==> config.mk <==
export PLATFORM = sky130hd
export DESIGN_NAME = hms_time_counter_flat
export DESIGN_NICKNAME = d
export VERILOG_FILES = /design/src/rtl/hms_time_counter_pkg.sv /design/src/rtl/hms_time_counter_if.sv /design/src/rtl/hms_time_counter_bcd_pair.sv /design/src/rtl/hms_time_counter.sv /design/src/flat_wrapper.sv
export SDC_FILE = /design/constraint.sdc
export NUM_CORES = 1
export LEC_CHECK = 0
export ABC_AREA = 1
export ABC_CLOCK_PERIOD_IN_PS = 2000
export CAP_MARGIN = 20
export CORE_MARGIN = 2
export CORE_UTILIZATION = 47
export DETAILED_ROUTE_END_ITERATION = 8
export MAX_ROUTING_LAYER = met4
export PLACE_DENSITY = 0.76
export SYNTH_ARGS = -nofsm -noshare
export SYNTH_HDL_FRONTEND = slang
export SYNTH_HIERARCHICAL = 1
export SYNTH_SLANG_ARGS = --single-unit
==> constraint.sdc <==
create_clock -name clk_in -period 2 [get_ports clk_in]
set_clock_uncertainty 0.05 [all_clocks]
set_input_delay 0.3 -clock clk_in [delete_from_list [all_inputs] [get_ports clk_in]]
set_output_delay 0.3 -clock clk_in [all_outputs]
set_load 0.05 [all_outputs]
==> src/rtl/hms_time_counter_pkg.sv <==
// -----------------------------------------------------------------------------
// clock_pkg
// Shared definitions for the timekeeping path (time counter, display driver).
//   - BCD digit widths for each field
//   - Field limits (seconds, minutes, 24-hour and 12-hour hour ranges)
//   - bcd_time_t: the full hh:mm:ss digit set, reused by the display driver
//   - hr_step_e: the kinds of step the hour digits can take on an increment
//   - tens_of/ones_of: split a decimal limit into its BCD digits at
//     elaboration time, so limits are written once as plain numbers
// -----------------------------------------------------------------------------
package clock_pkg;

  localparam int ONES_W     = 4;
  localparam int SEC_TENS_W = 3;
  localparam int MIN_TENS_W = 3;
  localparam int HR_TENS_W  = 2;

  localparam int SEC_MAX  = 59;
  localparam int MIN_MAX  = 59;
  localparam int HR24_MAX = 23;
  localparam int HR12_MIN = 1;
  localparam int HR12_MAX = 12;

  typedef struct packed {
    logic [HR_TENS_W-1:0]  hr_tens;
    logic [ONES_W-1:0]     hr_ones;
    logic [MIN_TENS_W-1:0] min_tens;
    logic [ONES_W-1:0]     min_ones;
    logic [SEC_TENS_W-1:0] sec_tens;
    logic [ONES_W-1:0]     sec_ones;
  } bcd_time_t;

  typedef enum logic [1:0] {
    HR_STEP_ONES,   // ones digit +1
    HR_STEP_TENS,   // ones 9 -> 0, tens +1
    HR_STEP_WRAP,   // top of range back to the bottom
    HR_STEP_PM_FLIP // 11 -> 12 in 12-hour mode, toggles pm
  } hr_step_e;

  function automatic int tens_of(input int value);
    return value / 10;
  endfunction

  function automatic int ones_of(input int value);
    return value % 10;
  endfunction

endpackage

==> src/rtl/hms_time_counter_if.sv <==
// -----------------------------------------------------------------------------
// hms_time_counter_if
// Bundles the timekeeping stage's level/strobe inputs and its BCD time outputs.
//   master: drives tick_level/run/inc_min/inc_hour, observes the time
//   slave : the time counter itself
// Signals:
//   tick_level  divider square wave (asynchronous level)
//   run         1 = count seconds, 0 = hold
//   inc_min     one-cycle minute +1 strobe
//   inc_hour    one-cycle hour +1 strobe
//   sec_*/min_*/hr_*  BCD time digits
//   pm          12-hour mode afternoon flag (0 in 24-hour mode)
//   sec_strobe  one-cycle pulse per accepted second advance
// -----------------------------------------------------------------------------
interface hms_time_counter_if;
  import clock_pkg::*;

  logic                  tick_level;
  logic                  run;
  logic                  inc_min;
  logic                  inc_hour;
  logic [SEC_TENS_W-1:0] sec_tens;
  logic [ONES_W-1:0]     sec_ones;
  logic [MIN_TENS_W-1:0] min_tens;
  logic [ONES_W-1:0]     min_ones;
  logic [HR_TENS_W-1:0]  hr_tens;
  logic [ONES_W-1:0]     hr_ones;
  logic                  pm;
  logic                  sec_strobe;

  modport master (
    output tick_level, run, inc_min, inc_hour,
    input  sec_tens, sec_ones, min_tens, min_ones, hr_tens, hr_ones, pm, sec_strobe
  );

  modport slave (
    input  tick_level, run, inc_min, inc_hour,
    output sec_tens, sec_ones, min_tens, min_ones, hr_tens, hr_ones, pm, sec_strobe
  );

endinterface

==> src/rtl/hms_time_counter_bcd_pair.sv <==
// -----------------------------------------------------------------------------
// bcd_pair_counter
// Two-digit BCD counter (tens/ones) counting 00 .. TENS_MAX ONES_MAX, then
// wrapping to 00. Digits are stepped by compare-to-limit, never via binary.
// Ports:
//   clk, rst_n  clock, asynchronous active-low reset (count -> 00)
//   i_inc       advance by one this cycle
//   i_clr       force 00 this cycle (wins over i_inc)
//   o_tens      registered tens digit
//   o_ones      registered ones digit
//   o_carry     combinational: this cycle's increment wraps the pair to 00
// -----------------------------------------------------------------------------
module bcd_pair_counter
  import clock_pkg::*;
#(
  parameter int TENS_W   = 3,
  parameter int TENS_MAX = 5,
  parameter int ONES_MAX = 9
) (
  input  logic              clk,
  input  logic              rst_n,
  input  logic              i_inc,
  input  logic              i_clr,
  output logic [TENS_W-1:0] o_tens,
  output logic [ONES_W-1:0] o_ones,
  output logic              o_carry
);

  logic [TENS_W-1:0] r_tens;
  logic [ONES_W-1:0] r_ones;
  logic              w_at_max;
  logic              w_ones_top;

  assign w_at_max   = (r_tens == TENS_W'(TENS_MAX)) && (r_ones == ONES_W'(ONES_MAX));
  assign w_ones_top = (r_ones == ONES_W'(9));

  // NOTE: sequential state uses non-blocking assignments so every flop samples
  // pre-edge values regardless of statement order.
  always_ff @(posedge clk or negedge rst_n) begin
    if (!rst_n) begin
      r_tens <= '0;
      r_ones <= '0;
    end else if (i_clr) begin
      r_tens <= '0;
      r_ones <= '0;
    end else if (i_inc) begin
      if (w_at_max) begin
        r_tens <= '0;
        r_ones <= '0;
      end else if (w_ones_top) begin
        r_tens <= r_tens + TENS_W'(1);
        r_ones <= '0;
      end else begin
        r_ones <= r_ones + ONES_W'(1);
      end
    end
  end

  assign o_tens  = r_tens;
  assign o_ones  = r_ones;
  assign o_carry = i_inc & ~i_clr & w_at_max;

endmodule

==> src/rtl/hms_time_counter.sv <==
// -----------------------------------------------------------------------------
// hms_time_counter
// Timekeeping stage fed by the clock divider. Synchronises the divider's
// square wave, turns each rising edge into a one-second event, and keeps
// hh:mm:ss in BCD. Set-time strobes step minutes/hours and clear seconds.
// Parameters:
//   MODE_24H     1 = hours 00..23; 0 = hours 12,1..11 with pm flag
//   SYNC_STAGES  synchroniser depth on tick_level (values below 2 use 2)
// Ports:
//   clk_in  system clock, all logic on posedge
//   rst_n   asynchronous active-low reset
//   tc      hms_time_counter_if.slave: tick_level/run/strobes in, BCD time out
// -----------------------------------------------------------------------------
module hms_time_counter
  import clock_pkg::*;
#(
  parameter int MODE_24H    = 1,
  parameter int SYNC_STAGES = 2
) (
  input  logic               clk_in,
  input  logic               rst_n,
  hms_time_counter_if.slave  tc
);

  localparam int SYNC_N = (SYNC_STAGES < 2) ? 2 : SYNC_STAGES;

  localparam logic [HR_TENS_W-1:0] HR_RST_TENS =
    (MODE_24H != 0) ? '0 : HR_TENS_W'(tens_of(HR12_MAX));
  localparam logic [ONES_W-1:0]    HR_RST_ONES =
    (MODE_24H != 0) ? '0 : ONES_W'(ones_of(HR12_MAX));

  // ---------------------------------------------------------------------------
  // Tick synchroniser and rising-edge detect
  // ---------------------------------------------------------------------------
  logic [SYNC_N-1:0] r_sync;
  logic [SYNC_N-1:0] r_valid;     // marks which sync stages hold real samples
  logic              r_tick_hist; // previous value of the last sync stage
  logic              r_armed;     // a genuine low level has been seen
  logic              w_sync_last;
  logic              w_rise;

  assign w_sync_last = r_sync[SYNC_N-1];

  // The reset zeros flowing out of the synchroniser would otherwise look like
  // a low level, so a tick already high at release would count as an edge.
  // r_armed only sets once a real sampled low reaches the last stage.
  always_ff @(posedge clk_in or negedge rst_n) begin
    if (!rst_n) begin
      r_sync      <= '0;
      r_valid     <= '0;
      r_tick_hist <= 1'b0;
      r_armed     <= 1'b0;
    end else begin
      r_sync      <= {r_sync[SYNC_N-2:0], tc.tick_level};
      r_valid     <= {r_valid[SYNC_N-2:0], 1'b1};
      r_tick_hist <= w_sync_last;
      r_armed     <= r_armed | (r_valid[SYNC_N-1] & ~w_sync_last);
    end
  end

  assign w_rise = w_sync_last & ~r_tick_hist & r_armed;

  // ---------------------------------------------------------------------------
  // Event decode: set strobes take priority and swallow a coincident rise
  // ---------------------------------------------------------------------------
  logic w_set;
  logic w_adv;

  assign w_set = tc.inc_min | tc.inc_hour;
  assign w_adv = w_rise & tc.run & ~w_set;

  // ---------------------------------------------------------------------------
  // Seconds and minutes
  // ---------------------------------------------------------------------------
  logic [SEC_TENS_W-1:0] w_sec_tens;
  logic [ONES_W-1:0]     w_sec_ones;
  logic [MIN_TENS_W-1:0] w_min_tens;
  logic [ONES_W-1:0]     w_min_ones;
  logic                  w_sec_carry;
  logic                  w_min_carry;
  logic                  w_min_inc;

  bcd_pair_counter #(
    .TENS_W   (SEC_TENS_W),
    .TENS_MAX (tens_of(SEC_MAX)),
    .ONES_MAX (ones_of(SEC_MAX))
  ) u_sec (
    .clk     (clk_in),
    .rst_n   (rst_n),
    .i_inc   (w_adv),
    .i_clr   (w_set),
    .o_tens  (w_sec_tens),
    .o_ones  (w_sec_ones),
    .o_carry (w_sec_carry)
  );

  assign w_min_inc = tc.inc_min | w_sec_carry;

  bcd_pair_counter #(
    .TENS_W   (MIN_TENS_W),
    .TENS_MAX (tens_of(MIN_MAX)),
    .ONES_MAX (ones_of(MIN_MAX))
  ) u_min (
    .clk     (clk_in),
    .rst_n   (rst_n),
    .i_inc   (w_min_inc),
    .i_clr   (1'b0),
    .o_tens  (w_min_tens),
    .o_ones  (w_min_ones),
    .o_carry (w_min_carry)
  );

  // ---------------------------------------------------------------------------
  // Hours: dedicated logic for the 12/24-hour wrap and pm flag
  // ---------------------------------------------------------------------------
  logic [HR_TENS_W-1:0] r_hr_tens;
  logic [ONES_W-1:0]    r_hr_ones;
  logic                 r_pm;
  logic                 w_hr_inc;
  hr_step_e             w_hr_step;
  logic [HR_TENS_W-1:0] w_hr_tens_nxt;
  logic [ONES_W-1:0]    w_hr_ones_nxt;
  logic                 w_pm_nxt;

  // A minute wrap from a set strobe never reaches the hours; only a counted
  // second that rolls both seconds and minutes does.
  assign w_hr_inc = tc.inc_hour | (w_adv & w_min_carry);

  // NOTE: every combinational output gets a default first, so no path through
  // the block can leave it unassigned and infer a latch.
  always_comb begin
    w_hr_step = HR_STEP_ONES;
    if (MODE_24H != 0) begin
      if (r_hr_tens == HR_TENS_W'(tens_of(HR24_MAX)) &&
          r_hr_ones == ONES_W'(ones_of(HR24_MAX))) begin
        w_hr_step = HR_STEP_WRAP;
      end else if (r_hr_ones == ONES_W'(9)) begin
        w_hr_step = HR_STEP_TENS;
      end
    end else begin
      if (r_hr_tens == HR_TENS_W'(tens_of(HR12_MAX)) &&
          r_hr_ones == ONES_W'(ones_of(HR12_MAX))) begin
        w_hr_step = HR_STEP_WRAP;
      end else if (r_hr_tens == HR_TENS_W'(tens_of(HR12_MAX - 1)) &&
                   r_hr_ones == ONES_W'(ones_of(HR12_MAX - 1))) begin
        w_hr_step = HR_STEP_PM_FLIP;
      end else if (r_hr_ones == ONES_W'(9)) begin
        w_hr_step = HR_STEP_TENS;
      end
    end
  end

  always_comb begin
    w_hr_tens_nxt = r_hr_tens;
    w_hr_ones_nxt = r_hr_ones;
    w_pm_nxt      = r_pm;
    unique case (w_hr_step)
      HR_STEP_ONES: begin
        w_hr_ones_nxt = r_hr_ones + ONES_W'(1);
      end
      HR_STEP_TENS: begin
        w_hr_tens_nxt = r_hr_tens + HR_TENS_W'(1);
        w_hr_ones_nxt = '0;
      end
      HR_STEP_WRAP: begin
        if (MODE_24H != 0) begin
          w_hr_tens_nxt = '0;
          w_hr_ones_nxt = '0;
        end else begin
          w_hr_tens_nxt = HR_TENS_W'(tens_of(HR12_MIN));
          w_hr_ones_nxt = ONES_W'(ones_of(HR12_MIN));
        end
      end
      HR_STEP_PM_FLIP: begin
        w_hr_tens_nxt = HR_TENS_W'(tens_of(HR12_MAX));
        w_hr_ones_nxt = ONES_W'(ones_of(HR12_MAX));
        w_pm_nxt      = ~r_pm;
      end
      default: ;
    endcase
  end

  // NOTE: only a handful of control/time flops exist here, so all of them take
  // the asynchronous reset; nothing is left to power up undefined.
  always_ff @(posedge clk_in or negedge rst_n) begin
    if (!rst_n) begin
      r_hr_tens <= HR_RST_TENS;
      r_hr_ones <= HR_RST_ONES;
      r_pm      <= 1'b0;
    end else if (w_hr_inc) begin
      r_hr_tens <= w_hr_tens_nxt;
      r_hr_ones <= w_hr_ones_nxt;
      r_pm      <= w_pm_nxt;
    end
  end

  // ---------------------------------------------------------------------------
  // Second strobe, registered alongside the time digits
  // ---------------------------------------------------------------------------
  logic r_sec_strobe;

  always_ff @(posedge clk_in or negedge rst_n) begin
    if (!rst_n) begin
      r_sec_strobe <= 1'b0;
    end else begin
      r_sec_strobe <= w_adv;
    end
  end

  // ---------------------------------------------------------------------------
  // Outputs (all straight from flops)
  // ---------------------------------------------------------------------------
  bcd_time_t w_time;

  assign w_time = '{hr_tens:  r_hr_tens,  hr_ones:  r_hr_ones,
                    min_tens: w_min_tens, min_ones: w_min_ones,
                    sec_tens: w_sec_tens, sec_ones: w_sec_ones};

  assign tc.sec_tens   = w_time.sec_tens;
  assign tc.sec_ones   = w_time.sec_ones;
  assign tc.min_tens   = w_time.min_tens;
  assign tc.min_ones   = w_time.min_ones;
  assign tc.hr_tens    = w_time.hr_tens;
  assign tc.hr_ones    = w_time.hr_ones;
  assign tc.pm         = r_pm;
  assign tc.sec_strobe = r_sec_strobe;

endmodule
==> src/flat_wrapper.sv <==
// flat-port wrapper written by rule: the top's interface ports become plain ports
module hms_time_counter_flat import clock_pkg::*;
#(
  parameter int MODE_24H    = 1,
  parameter int SYNC_STAGES = 2
)
  (clk_in, rst_n, tc_tick_level, tc_run, tc_inc_min, tc_inc_hour, tc_sec_tens, tc_sec_ones, tc_min_tens, tc_min_ones, tc_hr_tens, tc_hr_ones, tc_pm, tc_sec_strobe);
  hms_time_counter_if tc_i ();
  input  logic clk_in;
  input  logic rst_n;
  input wire logic [$bits(tc_i.tick_level)-1:0] tc_tick_level;
  input wire logic [$bits(tc_i.run)-1:0] tc_run;
  input wire logic [$bits(tc_i.inc_min)-1:0] tc_inc_min;
  input wire logic [$bits(tc_i.inc_hour)-1:0] tc_inc_hour;
  output wire logic [$bits(tc_i.sec_tens)-1:0] tc_sec_tens;
  output wire logic [$bits(tc_i.sec_ones)-1:0] tc_sec_ones;
  output wire logic [$bits(tc_i.min_tens)-1:0] tc_min_tens;
  output wire logic [$bits(tc_i.min_ones)-1:0] tc_min_ones;
  output wire logic [$bits(tc_i.hr_tens)-1:0] tc_hr_tens;
  output wire logic [$bits(tc_i.hr_ones)-1:0] tc_hr_ones;
  output wire logic [$bits(tc_i.pm)-1:0] tc_pm;
  output wire logic [$bits(tc_i.sec_strobe)-1:0] tc_sec_strobe;
  assign tc_i.tick_level = tc_tick_level;
  assign tc_i.run = tc_run;
  assign tc_i.inc_min = tc_inc_min;
  assign tc_i.inc_hour = tc_inc_hour;
  assign tc_sec_tens = tc_i.sec_tens;
  assign tc_sec_ones = tc_i.sec_ones;
  assign tc_min_tens = tc_i.min_tens;
  assign tc_min_ones = tc_i.min_ones;
  assign tc_hr_tens = tc_i.hr_tens;
  assign tc_hr_ones = tc_i.hr_ones;
  assign tc_pm = tc_i.pm;
  assign tc_sec_strobe = tc_i.sec_strobe;
  hms_time_counter #(.MODE_24H(MODE_24H), .SYNC_STAGES(SYNC_STAGES)) u_core (.clk_in(clk_in), .rst_n(rst_n), .tc(tc_i));
endmodule
==> results of run 1 <==
## flip-flops by register name (all words and copies together) (netlist names)
| signal | flops |
|---|---|
| u_core/r_armed | 1 |
| u_core/r_sync | 2 |
| u_core/r_tick_hist | 1 |
| u_core/r_valid | 2 |
| u_core/tc.hr_ones | 4 |
| u_core/tc.hr_tens | 2 |
| u_core/tc.pm | 1 |
| u_core/tc.sec_strobe | 1 |
| u_core/u_min/o_ones | 4 |
| u_core/u_min/o_tens | 3 |
| u_core/u_sec/o_ones | 4 |
| u_core/u_sec/o_tens | 3 |
## power groups by stage
stage	Clock, mW	Sequential, mW	Combinational [mW]
floorplan	0	0.997	0.287
global placement	0	0.743	0.763
detailed placement	0	0.753	0.791
CTS	0.390	0.741	0.780
global route	0.417	0.754	0.856
finish	0.372	0.740	0.778
## layer usage
layer	up-vias	routed length, µm
li1	635	-
met1	605	1330
met2	28	1680
met3	6	103
met4	0	50
met5	-	0
## cells in the mapped netlist
cell type,n,area (µm²)
clkbuf_1,1,3.75
nor2_1,9,33.8
o21ai_2,1,8.76
xor2_1,3,26.3
nand2_1,40,150
nand2_4,4,45.0
nand3_1,10,50.1
conb_1,2,7.51
nor3_1,3,15.0
nand3b_1,4,30.0
nor2_4,2,22.5
or2_2,1,6.26
dfrtp_1,28,701
xnor2_1,1,8.76
nand2_2,9,56.3
ha_1,11,138
nor2_2,6,37.5
inv_1,21,78.8
o22ai_1,2,12.5
o21ai_1,1,5.00
a21oi_1,4,20.0
o21bai_1,1,7.51
inv_2,10,37.5
nand3_2,4,40.0
## cells in the final DEF (no fill, tap or decap), types with 2 or more instances in the layout
cell type,count
nand2_2,11
buf_4,13
o22ai_1,2
dfrtp_1,24
nand3_1,10
nand2_1,39
nor2_2,7
dlygate4sd2_1,3
inv_2,11
dlymetal6s2s_1,9
nor2_4,2
clkbuf_4,3
nand2_4,4
dfrtp_2,4
conb_1,3
nand3b_1,4
nor3_4,2
clkdlybuf4s50_1,15
nor2_1,8
ha_1,11
inv_1,20
xor2_1,3
a21oi_1,4
nand3_2,4
## kinds of logic (layout without fill, tap and decap cells)
family          after synthesis  in the layout  share of synthesized area
compound gates                9              9                     0.0349
other cells                   2              3                    0.00487
fa+ha+maj                    11             11                     0.0893
flops                        28             28                      0.455
buf+inv                      32             75                     0.0779
simple gates                 92             93                      0.316
xor+xnor                      4              4                     0.0227
## worst register-to-register path: cells and delay by family, from the launching register on
| kind | cells | cell delay, ns |
|---|---|---|
| adder cells (fa/ha/maj) | 1 | 0.16 |
| AND/OR/NAND/NOR | 8 | 0.85 |
| flip-flops | 1 | 0.45 |
| buffers and inverters | 3 | 0.27 |
## worst min path at each step
stage / startpoint / endpoint / slack [ns] / depth (start not counted)
4_1_cts: rst_n / u_core/tc.pm / 0.27 / 2
3_5_place_dp: u_core/r_sync[0] / u_core/r_sync[1] / 0.29 / 0
3_3_place_gp: u_core/r_sync[0] / u_core/r_sync[1] / 0.28 / 0
5_1_grt: rst_n / u_core/tc.pm / 0.28 / 2
2_1_floorplan: rst_n / u_core/r_armed / -0.05 / 0
6_report: rst_n / u_core/tc.pm / 0.27 / 2
## what timing repair did
| item | 4_1_cts | 5_1_grt |
|---|---|---|
| pin swaps | 2 | 8 |
| resized for setup | 6 | 13 |
| cloned | 1 | 0 |
| endpoints found under the setup margin | 9 | 14 |
| setup buffers | 0 | 5 |
## final cells by class
| class | instances | area, µm² | share of cell area |
|---|---|---|---|
| Inverter | 31 | 116 | 0.0559 |
| Clock buffer | 3 | 22.5 | 0.0108 |
| Tap cell | 44 | 55.1 | 0.0264 |
| Clock inverter | 1 | 30.0 | 0.0144 |
| Sequential cell | 28 | 706 | 0.339 |
| Multi-Input combinational cell | 120 | 766 | 0.368 |
| Timing Repair Buffer | 40 | 387 | 0.186 |
==> flow_summary_export.csv, run 1 <==
group,metric,value,unit
die,start_util,0.501,
die,die-area,3750,µm²
placement,placedCellCount,257,
detailed_routing,vias,1274,
timing,max_freq,519,MHz
critical_path,worstSetupPathType,"reg -> out",
timing,worstMarginPinSlew,0.508,ns
placement,dpl-instance-area,1940,µm²
cells_and_area,stdcell_count,267,
die,die_y,61.3,µm
cts,clkTransAtPathRegs,0.15,ns
placement,dp_slack,-0.469,ns
power_and_ir_drop,pwr-share-seq,0.392,
global_route,grt_busiest_layer,"met2",
cells_and_area,layout.nets,241,
critical_path,endpoint_kind,"primary output",
run,maxCapViolCount,0,
placement,port_buffers,27,
critical_path,start_kind,"flop",
detailed_routing,drt_first_pass_iters,5,
power_and_ir_drop,netSwitchingPower,775,µW
timing,hold_viol,0,
critical_path,path_max_fanout,4,
hold_path,hold_class,"in -> async",
detailed_routing,final_antenna_net_count,0,
global_route,use_met1,0.255,
critical_path,crit_chain,"clkdlybuf4s50_1",
cells_and_area,synthToLayoutAreaGrowth,35.1,%
timing,fin_crit_sh,0.964,
placement,gp_congestion,0.831,
yosys,synth-seq-area-share,0.455,
global_route,grt_max_degree,29,
yosys,postSynthCellCount,178,
critical_path,cp_data_required_time,1.65,ns
yosys,ys_seq_elements,28,
critical_path,crit_end,"tc_min_ones[2]",
power_and_ir_drop,netSwitchingFraction,0.410,
critical_path,reg2reg_depth,12,
cells_and_area,final_util,0.676,
timing,drv_slew,0,
timing,rsz0062_at_grt,"yes",
power_and_ir_drop,worst_ir_drop_vdd,646,µV
detailed_routing,first_iter_violations,90,
critical_path,slowest_delay,0.82,ns
die,die_x,61.3,µm
die,fp-row-count,20,
timing,worst_slack,0.0718,ns
yosys,synth_area_per_cell,8.66,µm²
timing,relSlewSlack,0.661,
critical_path,cp_num_cells,1,
power_and_ir_drop,total_power,1.89,mW
critical_path,reg2reg_from,"u_core/u_sec/o_ones[1]",
cts,tritoncts,"done",
critical_path,reg2reg_setup_slack,0.13,ns
global_route,met2_usage,0.353,
cells_and_area,drive_gt1_frac,0.291,
yosys,synth_area,1540,µm²
power_and_ir_drop,leakagePower,1.23,nW
cts,clock_sinks,28,
cts,cts_made_buffers,3,
detailed_routing,routed_wl,3170,µm
cts,cts_hold_buf,0,
timing,period_needed,1.93,ns
die,io_pins,28,
global_route,antenna_found_initial,0,
yosys,yosysWarnings,6,
cts,cts.path.max_buffers,2,
global_route,grt_use_met3,0.0273,
global_route,grt_overflow,0,
global_route,first_global_vias,1295,
critical_path,cp_slowest_cell,"clkdlybuf4s50_1",
critical_path,worstSetupStartpoint,"u_core/u_min/o_ones[2]",
cells_and_area,fin_area,2080,µm²
cts,h-tree-depth,1,
detailed_routing,drc,0,
critical_path,cp_data_arrival_time,1.58,ns
global_route,grt_pass1_wl,5620,µm
power_and_ir_drop,clock_power_share,0.197,
timing,setup_violations,0,
critical_path,crit_family,"buffers and inverters",
cells_and_area,fill_cells,263,
timing,hold_ws,0.272,ns
power_and_ir_drop,p_per_area,907,nW/µm²
detailed_routing,via_per_inst,4.77,
status,outcome,"finished clean",
cells_and_area,insertedDiodeCount,0,
cts,root_buffer,"clkbuf_4",
placement,hpwl,2270,µm
critical_path,path_buf_inv,1,
cts,insertion_delay,0.33,ns
timing,setup-tns-final,0,ns
power_and_ir_drop,p_int,1.11,mW
detailed_routing,routedWlPerCell,11.9,µm
critical_path,timing.rr.end,"u_core/u_min/o_ones[3]",
yosys,ys_types,24,
die,fp.coreArea,3080,µm²
power_and_ir_drop,pwr-share-comb,0.412,
global_route,grt.total_usage,0.208,
(Power assumes the default switching activity.)
==> inputs of run 2 (changes only) <==
--- a/config.mk
+++ b/config.mk
@@ -8,11 +8,14 @@
 export ABC_AREA = 1
 export ABC_CLOCK_PERIOD_IN_PS = 2000
 export CAP_MARGIN = 20
+export CELL_PAD_IN_SITES_DETAIL_PLACEMENT = 0
+export CELL_PAD_IN_SITES_GLOBAL_PLACEMENT = 2
 export CORE_MARGIN = 2
-export CORE_UTILIZATION = 47
+export CORE_UTILIZATION = 28
+export CTS_CLUSTER_SIZE = 8
 export DETAILED_ROUTE_END_ITERATION = 8
 export MAX_ROUTING_LAYER = met4
-export PLACE_DENSITY = 0.76
+export PLACE_DENSITY_LB_ADDON = 0.1
 export SYNTH_ARGS = -nofsm -noshare
 export SYNTH_HDL_FRONTEND = slang
 export SYNTH_HIERARCHICAL = 1
==> flow_summary_export.csv, run 2 (synthesized netlist as in run 1, its figures left out) <==
group,metric,value,unit
global_route,grt_overflow,0,
global_route,grt_pass1_wl,5260,µm
cells_and_area,layout.nets,246,
critical_path,crit_family,"buffers and inverters",
die,fp-row-count,27,
cells_and_area,insertedDiodeCount,0,
placement,gp_congestion,0.724,
detailed_routing,routed_wl,3070,µm
cts,h-tree-depth,1,
timing,period_needed,1.92,ns
timing,max_freq,520,MHz
cts,root_buffer,"clkbuf_8",
die,io_pins,28,
cts,clkTransAtPathRegs,0.10,ns
cells_and_area,final_cell_mix,"nand2_1 (37), clkdlybuf4s50_1 (24), dfrtp_1 (24), inv_1 (19), buf_4 (18)",
run,maxCapViolCount,0,
power_and_ir_drop,leakagePower,1.14,nW
power_and_ir_drop,worst_ir_drop_vdd,313,µV
timing,drv_slew,0,
die,die-area,6110,µm²
cts,cts_made_buffers,3,
cells_and_area,drive_gt1_frac,0.325,
detailed_routing,routedWlPerCell,10.2,µm
cells_and_area,fill_cells,545,
detailed_routing,first_iter_violations,30,
critical_path,start_kind,"flop",
placement,port_buffers,27,
cts,cts.path.max_buffers,2,
global_route,grt.total_usage,0.110,
critical_path,cp_slowest_cell,"clkdlybuf4s50_1",
hold_path,hold_class,"reg -> reg",
critical_path,slowest_delay,0.79,ns
cts,tritoncts,"done",
critical_path,crit_chain,"buf_4, clkdlybuf4s50_1",
cells_and_area,layout_commonest_cell,"nand2_1",
critical_path,worstSetupPathType,"reg -> out",
timing,setup-tns-final,0,ns
global_route,first_global_vias,1160,
critical_path,path_max_fanout,3,
cells_and_area,synthToLayoutAreaGrowth,41.8,%
detailed_routing,drc,0,
placement,dp_slack,-0.474,ns
global_route,antenna_found_initial,0,
detailed_routing,via_per_inst,4.09,
timing,fin_crit_sh,0.962,
placement,placedCellCount,286,
detailed_routing,vias,1226,
critical_path,path_buf_inv,2,
placement,hpwl,2240,µm
cells_and_area,stdcell_count,300,
die,fp.coreArea,5410,µm²
die,start_util,0.285,
hold_path,holdPathStages,0,
timing,hold_ws,0.308,ns
critical_path,cp_data_arrival_time,1.57,ns
power_and_ir_drop,p_per_area,907,nW/µm²
die,die_x,78.2,µm
cts,clock_sinks,28,
critical_path,endpoint_kind,"primary output",
detailed_routing,final_antenna_net_count,0,
detailed_routing,drt_first_pass_iters,4,
critical_path,cp_data_required_time,1.65,ns
die,die_y,78.2,µm
critical_path,cp_num_cells,2,
timing,setup_violations,0,
critical_path,reg2reg_depth,13,
timing,worst_slack,0.0760,ns
cts,insertion_delay,0.28,ns
timing,hold_viol,0,
global_route,grt_max_degree,29,
status,outcome,"finished clean",
run 2: changes by cell type in the layout (fill, tap and decap cells not counted), sizes merged:
cell,change
dlygate4sd2,-1
clkdlybuf4s50,+9
buf,+5
dlymetal6s2s,-8
run 2: stage by stage:
step | util | power (mW) | instance area [µm²]
after CTS | 0.391 | 2.00 | 2110
after detailed placement | 0.367 | 1.53 | 1990
after global placement | 0.367 | 1.52 | 1990
after floorplan | - | 1.28 | 1560
final | 0.404 | 1.98 | 2190
after global routing | 0.404 | 2.13 | 2190
run 2: what timing repair did:
action	4_1_cts	5_1_grt
gates resized for setup	7	10
hold buffers	0	0
endpoints found under the setup margin	6	5
pin swaps	5	9
setup buffers	5	4
gates cloned	1	0
run 2: worst paths after layout:
path | startpoint | to | slack, ns
max in group asynchronous | rst_n | u_core/u_sec/o_tens[0] | 1.26
setup reg to reg | u_core/r_tick_hist | u_core/tc.hr_tens[0] | 0.15
hold / removal | u_core/r_valid[0] | u_core/r_valid[1] | 0.31
setup / recovery | u_core/u_sec/o_ones[1] | tc_sec_ones[1] | 0.08
hold reg to reg | u_core/r_valid[0] | u_core/r_valid[1] | 0.31
min in group asynchronous | rst_n | u_core/u_min/o_ones[1] | 0.34
run 2: metal layers:
layer  share of wire  wire, µm  vias up  GRT usage
met5               0         0        -          -
met4          0.0068        21        0     0.0368
met3           0.028        86        2     0.0172
met2            0.49      1490       16      0.175
met1            0.48      1470      564      0.144
li1                -         -      644          -
run 2: area by class of cell:
type / count / area (µm²) / area share
Tap cell: 72 / 90.1 / 0.0412
Clock inverter: 1 / 30.0 / 0.0137
Timing Repair Buffer: 45 / 405 / 0.185
Multi-Input combinational cell: 120 / 797 / 0.365
Clock buffer: 3 / 41.3 / 0.0189
Inverter: 31 / 116 / 0.0532
Sequential cell: 28 / 706 / 0.323
run 2: power breakdown:
part / switching (mW) / internal [mW] / total (mW)
logic: 0.499 / 0.290 / 0.788
registers: 0.0975 / 0.646 / 0.743
clock network: 0.183 / 0.268 / 0.451
total: 0.779 / 1.20 / 1.98
